[config.mk]
export PLATFORM = sky130hd
export DESIGN_NAME = instruction_loader_flat
export DESIGN_NICKNAME = d
export VERILOG_FILES = /design/src/rtl/mips_defs.sv /design/src/rtl/instruction_loader_if.sv /design/src/rtl/byte_assembler.sv /design/src/rtl/instruction_loader.sv /design/src/flat_wrapper.sv
export SDC_FILE = /design/constraint.sdc
export NUM_CORES = 1
export LEC_CHECK = 0
export CAP_MARGIN = 20
export CORE_ASPECT_RATIO = 0.8
export CORE_MARGIN = 4
export CORE_UTILIZATION = 60
export CTS_CLUSTER_SIZE = 8
export DETAILED_ROUTE_END_ITERATION = 8
export MAX_ROUTING_LAYER = met4
export PLACE_DENSITY = 0.84
export SETUP_SLACK_MARGIN = 0.1
export SLEW_MARGIN = 20
export SYNTH_ARGS = -nofsm -noshare
export SYNTH_HDL_FRONTEND = slang
export SYNTH_SLANG_ARGS = --single-unit
[constraint.sdc]
create_clock -name clk -period 6.74 [get_ports clk]
set_input_delay 2.022 -clock clk [delete_from_list [all_inputs] [get_ports clk]]
set_output_delay 2.022 -clock clk [all_outputs]
set_load 0.005 [all_outputs]
[src/rtl/mips_defs.sv]
// Shared definitions for the boot loader: state encoding, word geometry and
// the instruction-memory address width.
package mips_defs;

    typedef enum logic [1:0] {
        HEADER = 2'd0,
        LOAD   = 2'd1,
        DONE   = 2'd2,
        ERROR  = 2'd3
    } loader_state_t;

    localparam int BYTES_PER_WORD = 4;
    localparam int BYTE_CNT_W     = $clog2(BYTES_PER_WORD);
    localparam int WORD_W         = 8 * BYTES_PER_WORD;
    localparam int IMEM_ADDR_W    = 16;

    function automatic logic is_last_byte(input logic [BYTE_CNT_W-1:0] cnt);
        return cnt == BYTE_CNT_W'(BYTES_PER_WORD - 1);
    endfunction

endpackage

[src/rtl/instruction_loader_if.sv]
// Byte stream in, memory write port and status out. The UART side is the
// master; the loader is the slave.
interface instruction_loader_if;

    logic                                 rx_valid;
    logic [7:0]                           rx_data;
    logic                                 write_enable;
    logic [mips_defs::IMEM_ADDR_W-1:0]    address;
    logic [31:0]                          write_data;
    logic                                 busy;
    logic                                 cpu_run;
    logic                                 error;

    modport master (
        output rx_valid, rx_data,
        input  write_enable, address, write_data, busy, cpu_run, error
    );

    modport slave (
        input  rx_valid, rx_data,
        output write_enable, address, write_data, busy, cpu_run, error
    );

endinterface

[src/rtl/byte_assembler.sv]
// Packs a big-endian byte stream into words. word/word_ready are combinational
// so the completed word is usable in the same cycle its last byte arrives.
module byte_assembler
    import mips_defs::*;
(
    input  logic                  clk,
    input  logic                  reset,
    input  logic                  byte_valid,
    input  logic [7:0]            byte_data,
    output logic [BYTE_CNT_W-1:0] byte_cnt,
    output logic [WORD_W-1:0]     word,
    output logic                  word_ready
);

    // Only the earlier bytes need storage; the newest lane comes straight from the input.
    logic [WORD_W-9:0]     shift_reg;
    logic [BYTE_CNT_W-1:0] cnt_reg;

    generate
        for (genvar gi = 0; gi < BYTES_PER_WORD; gi++) begin : g_lane
            if (gi == 0) begin : g_new
                assign word[7:0] = byte_data;
            end else begin : g_old
                assign word[8*gi +: 8] = shift_reg[8*(gi-1) +: 8];
            end
        end
    endgenerate

    assign word_ready = byte_valid && is_last_byte(cnt_reg);
    assign byte_cnt   = cnt_reg;

    always_ff @(posedge clk) begin
        if (reset) begin
            cnt_reg   <= '0;
            shift_reg <= '0;
        end else if (byte_valid) begin
            cnt_reg   <= cnt_reg + BYTE_CNT_W'(1);
            shift_reg <= word[WORD_W-9:0];
        end
    end

endmodule

[src/rtl/instruction_loader.sv]
// Boot-time loader: reads a word-count header and that many instruction words
// from the UART byte stream, writes them to instruction memory, then releases the CPU.
module instruction_loader
    import mips_defs::*;
#(
    parameter int MEM_SIZE       = 20000,
    parameter int TIMEOUT_CYCLES = 1000000
) (
    input  logic                 clk,
    input  logic                 reset,
    instruction_loader_if.slave  bus
);

    localparam logic [31:0] MEM_LIMIT    = 32'(MEM_SIZE);
    localparam logic [31:0] TIMEOUT_LAST = 32'(TIMEOUT_CYCLES - 1);

    loader_state_t          state_reg, state_next;
    logic [31:0]            count_reg, count_next;
    logic [31:0]            word_cnt_reg, word_cnt_next;
    logic [31:0]            timer_reg, timer_next;
    logic [31:0]            write_data_reg, write_data_next;
    logic [IMEM_ADDR_W-1:0] address_reg, address_next;
    logic                   write_enable_reg, write_enable_next;
    logic                   busy_reg, busy_next;
    logic                   cpu_run_reg, cpu_run_next;
    logic                   error_reg, error_next;

    logic                   accepting;
    logic                   byte_valid;
    logic                   mid_word_idle;
    logic                   timeout;
    logic [BYTE_CNT_W-1:0]  byte_cnt;
    logic [WORD_W-1:0]      assembled_word;
    logic                   word_ready;

    // DONE and ERROR ignore the stream entirely, so the assembler never sees those bytes.
    assign accepting     = (state_reg == HEADER) || (state_reg == LOAD);
    assign byte_valid    = accepting && bus.rx_valid;
    assign mid_word_idle = accepting && (byte_cnt != '0) && !bus.rx_valid;
    assign timeout       = mid_word_idle && (timer_reg == TIMEOUT_LAST);

    byte_assembler u_assembler (
        .clk        (clk),
        .reset      (reset),
        .byte_valid (byte_valid),
        .byte_data  (bus.rx_data),
        .byte_cnt   (byte_cnt),
        .word       (assembled_word),
        .word_ready (word_ready)
    );

    always_comb begin
        state_next        = state_reg;
        count_next        = count_reg;
        word_cnt_next     = word_cnt_reg;
        write_data_next   = write_data_reg;
        address_next      = address_reg;
        write_enable_next = 1'b0;
        timer_next        = mid_word_idle ? timer_reg + 32'd1 : 32'd0;

        case (state_reg)
            HEADER: begin
                if (word_ready) begin
                    count_next = assembled_word;
                    if (assembled_word == 32'd0)
                        state_next = DONE;
                    else if (assembled_word > MEM_LIMIT)
                        state_next = ERROR;
                    else
                        state_next = LOAD;
                end else if (timeout) begin
                    state_next = ERROR;
                end
            end
            LOAD: begin
                // Pulse ends: advance to the next word slot, finish after the last one.
                if (write_enable_reg) begin
                    word_cnt_next = word_cnt_reg + 32'd1;
                    address_next  = word_cnt_next[IMEM_ADDR_W-1:0];
                    if (word_cnt_next == count_reg)
                        state_next = DONE;
                end
                if (word_ready) begin
                    write_data_next   = assembled_word;
                    write_enable_next = 1'b1;
                end else if (timeout) begin
                    state_next = ERROR;
                end
            end
            default: begin
            end
        endcase

        busy_next    = (state_next == HEADER) || (state_next == LOAD);
        cpu_run_next = (state_next == DONE);
        error_next   = (state_next == ERROR);
    end

    always_ff @(posedge clk) begin
        if (reset) begin
            state_reg        <= HEADER;
            count_reg        <= '0;
            word_cnt_reg     <= '0;
            timer_reg        <= '0;
            write_data_reg   <= '0;
            address_reg      <= '0;
            write_enable_reg <= 1'b0;
            busy_reg         <= 1'b1;
            cpu_run_reg      <= 1'b0;
            error_reg        <= 1'b0;
        end else begin
            state_reg        <= state_next;
            count_reg        <= count_next;
            word_cnt_reg     <= word_cnt_next;
            timer_reg        <= timer_next;
            write_data_reg   <= write_data_next;
            address_reg      <= address_next;
            write_enable_reg <= write_enable_next;
            busy_reg         <= busy_next;
            cpu_run_reg      <= cpu_run_next;
            error_reg        <= error_next;
        end
    end

    assign bus.write_enable = write_enable_reg;
    assign bus.address      = address_reg;
    assign bus.write_data   = write_data_reg;
    assign bus.busy         = busy_reg;
    assign bus.cpu_run      = cpu_run_reg;
    assign bus.error        = error_reg;

endmodule

[src/flat_wrapper.sv]
// flat-port wrapper written by rule: the top's interface ports become plain ports
module instruction_loader_flat import mips_defs::*;
#(
    parameter int MEM_SIZE       = 20000,
    parameter int TIMEOUT_CYCLES = 1000000
)
  (clk, reset, bus_rx_valid, bus_rx_data, bus_write_enable, bus_address, bus_write_data, bus_busy, bus_cpu_run, bus_error);
  instruction_loader_if bus_i ();
  input  logic clk;
  input  logic reset;
  input wire logic [$bits(bus_i.rx_valid)-1:0] bus_rx_valid;
  input wire logic [$bits(bus_i.rx_data)-1:0] bus_rx_data;
  output wire logic [$bits(bus_i.write_enable)-1:0] bus_write_enable;
  output wire logic [$bits(bus_i.address)-1:0] bus_address;
  output wire logic [$bits(bus_i.write_data)-1:0] bus_write_data;
  output wire logic [$bits(bus_i.busy)-1:0] bus_busy;
  output wire logic [$bits(bus_i.cpu_run)-1:0] bus_cpu_run;
  output wire logic [$bits(bus_i.error)-1:0] bus_error;
  assign bus_i.rx_valid = bus_rx_valid;
  assign bus_i.rx_data = bus_rx_data;
  assign bus_write_enable = bus_i.write_enable;
  assign bus_address = bus_i.address;
  assign bus_write_data = bus_i.write_data;
  assign bus_busy = bus_i.busy;
  assign bus_cpu_run = bus_i.cpu_run;
  assign bus_error = bus_i.error;
  instruction_loader #(.MEM_SIZE(MEM_SIZE), .TIMEOUT_CYCLES(TIMEOUT_CYCLES)) u_core (.clk(clk), .reset(reset), .bus(bus_i));
endmodule
## After elaboration in Yosys (flattened, before gate mapping)

Index checks and enable logic that the tools add are counted.

- Flip-flop bits (word level): 176
- Latch bits: 0
- Memory bits (writable): 0
- Bits in read-only memories: 0
- Bits of input ports: 11
- Output and inout bits: 52
- Word-level logic and storage cells: 52
- Memories kept: 0

- $add $sub $neg: 3
- Multipliers: 0
- Divide/modulo/power cells: 0
- $lt $le $gt $ge: 1
- Equal/unequal tests: 7
- Shift-type cells: 0
- Multiplexer cells: 10
- Bitwise logic cells: 2
- Reductions and logical operators: 17

Operators with widths:

| kind | number |
|---|---|
| 32-bit by 1-bit adder with 32-bit output, second input constant | 2 |
| 32-bit by 20-bit == test with 1-bit output, second input constant | 1 |
| 32-bit == test | 1 |
| 32-bit by 15-bit greater-than comparator with 1-bit output, second input constant | 1 |
| 32-bit logical NOT | 1 |
| 2-bit two-way mux | 8 |
| 2-bit == test, second input constant | 3 |
| 2-bit AND reduction | 3 |
| 1-bit logical AND | 5 |
| 2-bit by 1-bit == test with 1-bit output, second input constant | 2 |
| 2-bit logical NOT | 2 |
| 2-bit case mux with 2 select lines | 1 |
| 2-bit OR reduction | 2 |
| 2-bit by 1-bit adder with 2-bit output, second input constant | 1 |
| 1-bit logical OR | 2 |
| 1-bit inverter | 2 |
| 2-bit nonzero test | 1 |
| 1-bit logical NOT | 1 |
| 1-bit two-way mux | 1 |

## Depth between registers and ports, before layout

Gate-level depths: netlist (run 1).

- Word-level depth: 10
- Mapped depth: 11
- Mapped depth without buffers: 10

## Cells and area by module

Synthesis (run 1) repeated with hierarchy kept, for this count alone.

- Cells, all modules: 929
- Area, all modules: 7614.8 um^2

Modules (own cells, without submodules):

| module | instances | cells each | area an instance (um^2) | sequential area each (um^2) |
|---|---|---|---|---|
| instruction_loader | 1 | 835 | 6591.3 | 2682.6 |
| byte_assembler | 1 | 94 | 1023.5 | 520.5 |

## Worst setup path before layout (run 1)

OpenSTA, ideal clock, no wires.

- Kind: input to register
- From: input port bus_rx_data[1]
- To: register u_core.cpu_run_reg, in the netlist u_core.bus.cpu_run
- Library setup time: 0.116 ns
- Arrival: 3.564 ns
- Data required time: 6.624 ns
- Setup slack: 3.061 ns
- Stages: 8
- Path buffers: 0
- Cells stage by stage: or4_1 > o21ai_0 > a21oi_1 > o31ai_1 > a31o_2 > a31oi_1 > a21o_2 > and3_1

- Longest elaborated chain between the ends: 6
- Elaborated cells between the ends (all ways): 7
- Classes of those cells: 1 x order compare; 1 x eq/ne; 4 x mux; 1 x reduce/logical

RTL lines:

| what | line | source |
|---|---|---|
| from (decl) | flat_wrapper.sv:12 | `input wire logic [$bits(bus_i.rx_data)-1:0] bus_rx_data;` |
| 32-bit by 15-bit greater-than comparator with 1-bit output | instruction_loader.sv:67 | `else if (assembled_word > MEM_LIMIT)` |
| 2-bit two-way mux | instruction_loader.sv:67 |  |
| 2-bit two-way mux * | instruction_loader.sv:65 | `if (assembled_word == 32'd0)` |
| 2-bit two-way mux * | instruction_loader.sv:63 | `if (word_ready) begin` |
| 2-bit case mux with 2 select lines * | instruction_loader.sv:61 | `case (state_reg)` |
| 2-bit == test * | instruction_loader.sv:95 | `cpu_run_next = (state_next == DONE);` |
| to (signal assigned) | instruction_loader.sv:120 | `cpu_run_reg <= cpu_run_next;` |
| to (decl) | instruction_loader.sv:25 | `logic cpu_run_reg, cpu_run_next;` |

Every way passes the cells marked *; elsewhere a longest branch is shown, timed or not.
A chain may end at the register's enable or synchronous reset.

## Worst setup path in the final report (run 1)

- From: input port bus_rx_valid
- To: register u_core.cpu_run_reg, in the netlist u_core.bus.cpu_run

- Longest elaborated chain between the ends: 7
- Elaborated cells between the ends (all ways): 11
- Classes of those cells: 1 x eq/ne; 5 x mux; 5 x reduce/logical

RTL lines:

| what | line | source |
|---|---|---|
| from (decl) | flat_wrapper.sv:11 | `input wire logic [$bits(bus_i.rx_valid)-1:0] bus_rx_valid;` |
| 1-bit logical NOT | instruction_loader.sv:39 | `assign mid_word_idle = accepting && (byte_cnt != '0) && !bus.rx_valid;` |
| 1-bit logical AND | instruction_loader.sv:39 |  |
| 1-bit logical AND | instruction_loader.sv:40 | `assign timeout = mid_word_idle && (timer_reg == TIMEOUT_LAST);` |
| 2-bit two-way mux (on tied branches) | instruction_loader.sv:86, instruction_loader.sv:71 |  |
| 2-bit two-way mux (on tied branches) | instruction_loader.sv:83, instruction_loader.sv:63 |  |
| 2-bit case mux with 2 select lines * | instruction_loader.sv:61 |  |
| 2-bit == test * | instruction_loader.sv:95 |  |

Marked as above.

==> results of run 1 <==
stage by stage:
stage	setup WS, ns	power [mW]	instances
final	2.69	1.89	1155
after CTS	2.75	1.89	1155
after detailed placement	2.33	1.04	1124
after floorplan	3.06	1.02	959
after global placement	2.36	1.04	1124
after global routing	2.51	1.94	1155
placed cells by master, fill, tap and decap left out, types with 18 or more instances in the layout:
master / n
a21oi_1: 109
xor2_1: 40
nand4_1: 30
nand3_1: 28
xnor2_1: 49
nor2_1: 75
dfxtp_1: 160
nand2_1: 219
nor4_1: 18
clkdlybuf4s50_1: 61
o21ai_0: 24
worst max-delay path: stages:
cell,delay [ns]
clkdlybuf4s50_1,0.49
nor2b_2,0.14
buf_4,0.28
nand2_1,0.17
or2_2,0.54
a31o_2,0.30
a31oi_1,0.16
a21o_2,0.14
and3_1,0.16
where the power goes:
part | internal [mW] | total (mW) | switching, mW
registers | 0.953 | 0.965 | 0.0121
logic | 0.0173 | 0.0539 | 0.0365
clock network | 0.490 | 0.870 | 0.381
area by class of cell:
cell class	instances	area (µm²)	area share, %
multi-input cells	716	3970	46.2
well taps	171	214	2.49
clock buffers	23	468	5.44
repair buffers	65	641	7.45
clock inverters	8	57.6	0.669
flip-flops and latches	160	3200	37.3
inverters	12	45.0	0.524
final timing paths:
path	from	to	cells past startpoint
setup / recovery	bus_rx_valid	u_core.bus.cpu_run	9
setup reg to reg	u_core.bus.address[0]	u_core.bus.cpu_run	9
hold / removal	u_core.bus.write_data[6]	u_core.bus.write_data[6]	2
hold reg to reg	u_core.bus.write_data[6]	u_core.bus.write_data[6]	2
routing by layer:
metal	track usage, %	up-vias	part of all wire, %
met2	37.8	276	42
met1	40.4	3173	48
met4	7.78	0	1.4
met5	-	-	0
met3	5.95	25	8.0
li1	-	3295	-
cells by family (layout without fill, tap and decap cells):
logic type	Yosys count	after routing	synth area share [%]
simple gates	456	456	28.9
flops	160	160	42.5
buf+inv	83	108	5.08
xor+xnor	89	89	10.3
mux	5	5	0.680
compound gates	161	161	11.8
fa+ha+maj	5	5	0.796
==> results.toml, run 1 <==
[clocking]
postCtsSetupRepairBufs = 0
numCtsBuffers = 17
ctsResizeCount = 0
clkLatencyLatePin_ns = 0.43
cts_tree = "yes"
clockRootBuffer = "clkbuf_16"
cts.path.max_buffers = 2
cts_hold_buf = 0
path_clk_slew_ns = 0.06
clkSinkCount = 160
htreeDepth = 4

[placement]
place_area_um2 = 8070
io_buffers = 62
dp_hpwl_mm = 12.7
place.gp.congestion = 0.921

[yosys]
synth_top_flop_cell = "dfxtp_1"
synth.area.top_cells = "dfxtp_1 42%, nand2_1 11%, a21oi_1 7.2%"
synthArstFlopShare_pct = 0
syn_inst = 959
synthesis.nets = 974
synth_edf_count = 0
yosys.area.top_type = "dfxtp_1"
synth_top_cells_by_count = "219 x nand2_1, 160 x dfxtp_1, 109 x a21oi_1"
synth.yosys.seq_area_share_pct = 42.5
ys_types = 62
synth_seq_cells = 160
yosysMostFrequentCell = "nand2_1"
synth_top_area_share_pct = 42.5
avgSynthCellArea_um2 = 7.86
ys_warn_count = 0
mappedNetlistArea_um2 = 7540

[pwr]
p_leak_nw = 2.82
powerDensity_nw_per_um2 = 220
vdd_drop_max_uv = 200

[grt]
grt_overflow = 0
grt_pass1_vias = 6110
grt_max_degree = 69
grt_first_pass_wirelength_mm = 31.0
grtUsageTotal_pct = 27.4
antenna_found_initial = 0

[timing]
tns_ns = 0
fin_worst_skew_ns = 0.00836
period_share_pct = 60.0
finalHoldViolations = 0
relSlewSlack_pct = 43.5
hold-worst-slack_ns = 0.457
setup_viol = 0
fin_crit_ns = 4.05
fmaxAchievable_mhz = 247
maxSlewViolCount = 0
worst_pin_slew_ns = 0.845
grt_setup_unrepaired = "no"

[setup_path]
setup.worst_path.class = "input port to flip-flop"
crit_path_max_fanout = 33
cp-end-kind = "flip-flop"
critPathLaunchType = "input port"
cp.required_ns = 7.11
regToRegSetupSlack_ns = 3.39
cp.arrival_ns = 4.41

[floorplan]
fp.dieW_um = 133
num_rows = 36
coreArea_um2 = 12300
die_h_um = 108
start_util_pct = 61.6
top_level_ports = 63
die-area_um2 = 14400

[final_layout]
fillers = 995
drive_above_1_share_pct = 5.39
antenna_cells = 0
nets = 987
areaGrowthSynthToFinish_pct = 14.0
finish.utilization_pct = 70.2
design_area_um2 = 8600

[status]
status = "finished clean"

[route]
ant_nets = 0
drtIter0Drc = 783
first_pass_iters = 6
via_count = 6769
wl_mm = 18.6
wl_per_cell_um = 16.1
post-route-drc-count = 0
viasPerCell = 5.86

[flow_run]
cap_violations = 0

[worst_hold_path]
hold_path.class = "flip-flop to flip-flop"
Power figures use the tool's default switching activity.
==> inputs of run 2 (changes only) <==
CORE_UTILIZATION = 52   (was 60)
PLACE_DENSITY = 0.78   (was 0.84)
clock period = 3.7 ns   (was 6.74 ns; I/O delays follow)
==> results.toml, run 2 (synthesis gave the netlist of run 1 again) <==
[grt]
grt_first_pass_wirelength_mm = 30.8
grt_pass1_vias = 5908
grtUsageTotal_pct = 23.8
grt_max_degree = 65
grt_overflow = 0
antenna_found_initial = 0

[clocking]
ctsResizeCount = 0
numCtsBuffers = 17
cts_tree = "yes"
clkSinkCount = 160
clockRootBuffer = "clkbuf_16"
clkLatencyLatePin_ns = 0.42
htreeDepth = 4
cts_hold_buf = 0
postCtsSetupRepairBufs = 0
cts.path.max_buffers = 2
path_clk_slew_ns = 0.07

[floorplan]
die-area_um2 = 16500
coreArea_um2 = 14200
fp.dieW_um = 143
die_h_um = 116
top_level_ports = 63
start_util_pct = 52.9
num_rows = 39

[timing]
grt_setup_unrepaired = "no"
fmaxAchievable_mhz = 311
tns_ns = 0
relSlewSlack_pct = 42.8
maxSlewViolCount = 0
worst_pin_slew_ns = 0.856
setup_viol = 0
period_share_pct = 86.8
hold-worst-slack_ns = 0.460
finalHoldViolations = 0
fin_crit_ns = 3.21
fin_worst_skew_ns = 0.00800

[route]
ant_nets = 0
via_count = 6668
drtIter0Drc = 764
first_pass_iters = 5
viasPerCell = 5.68
wl_per_cell_um = 15.7
post-route-drc-count = 0
wl_mm = 18.4

[placement]
dp_hpwl_mm = 12.8
place_inst = 1142
place.gp.congestion = 0.932
io_buffers = 62
place_area_um2 = 8150

[final_layout]
areaGrowthSynthToFinish_pct = 15.5
drive_above_1_share_pct = 6.16
design_area_um2 = 8710
layout_common_cells = "219 x nand2_1, 160 x dfxtp_1, 109 x a21oi_1, 75 x nor2_1, 61 x clkdlybuf4s50_1"
fillers = 1248
nets = 992
antenna_cells = 0
fin_cells = 1174
final_common_cell = "nand2_1"

[pwr]
power_mw = 3.50
vdd_drop_max_uv = 337
powerDensity_nw_per_um2 = 402
p_leak_nw = 2.87

[setup_path]
critPathLaunchType = "flip-flop"
cp.required_ns = 3.99
crit_path_max_fanout = 10
setup.worst_path.start = "u_core.bus.address[0]"
setup.worst_path.class = "flip-flop to flip-flop"
rr_startpoint = "u_core.bus.address[0]"
cp.arrival_ns = 3.51
cp-end-kind = "flip-flop"

[status]
status = "finished clean"

[flow_run]
cap_violations = 0

[worst_hold_path]
hold_start = "u_core.bus.write_data[5]"
hold_path.class = "flip-flop to flip-flop"
## run 2: where the power goes
group,internal [mW],switching [mW],leakage [nW]
Sequential,1.74,0.0209,1.29
Clock,0.904,0.738,0.268
Combinational,0.0338,0.0671,1.31
Total,2.67,0.826,2.87
## run 2: final timing paths
kind / end / slack [ns] / depth (start not counted)
min: u_core.bus.write_data[5] / 0.46 / 2
max reg2reg: u_core.state_reg[0] / 0.49 / 9
max: u_core.state_reg[0] / 0.49 / 9
min reg2reg: u_core.bus.write_data[5] / 0.46 / 2
## run 2: critical path: stages, from the launching register on
cell     delay (ns)
dfxtp_1        0.51
ha_1           0.30
nand3_2        0.21
or4_1          0.70
nor3_1         0.33
xnor2_1        0.19
o21ai_0        0.15
nor4b_1        0.33
a41o_1         0.28
a21oi_1        0.08
## run 2: area by class of cell
class	instances	area (µm²)	area share [%]
sequential	160	3200	36.8
clock buffer	19	453	5.20
timing repair buffer	70	716	8.22
inverter	12	45.0	0.517
clock inverter	13	101	1.16
tap	184	230	2.64
multi-input combinational	716	3960	45.5
## run 2: routing by layer
metal | share of wire (%) | up-vias | global-route usage (%)
li1 | - | 3306 | -
met1 | 51 | 3134 | 36.3
met2 | 42 | 212 | 31.8
met3 | 6.4 | 16 | 5.03
met4 | 0.96 | 0 | 5.57
met5 | 0 | - | -
## run 2: per-stage QoR
step,util (%),worst slack (ns)
2_1_floorplan,-,0.857
3_3_place_gp,57.2,0.338
3_5_place_dp,57.2,0.294
4_1_cts,61.1,0.531
5_1_grt,61.1,0.275
6_report,61.1,0.488
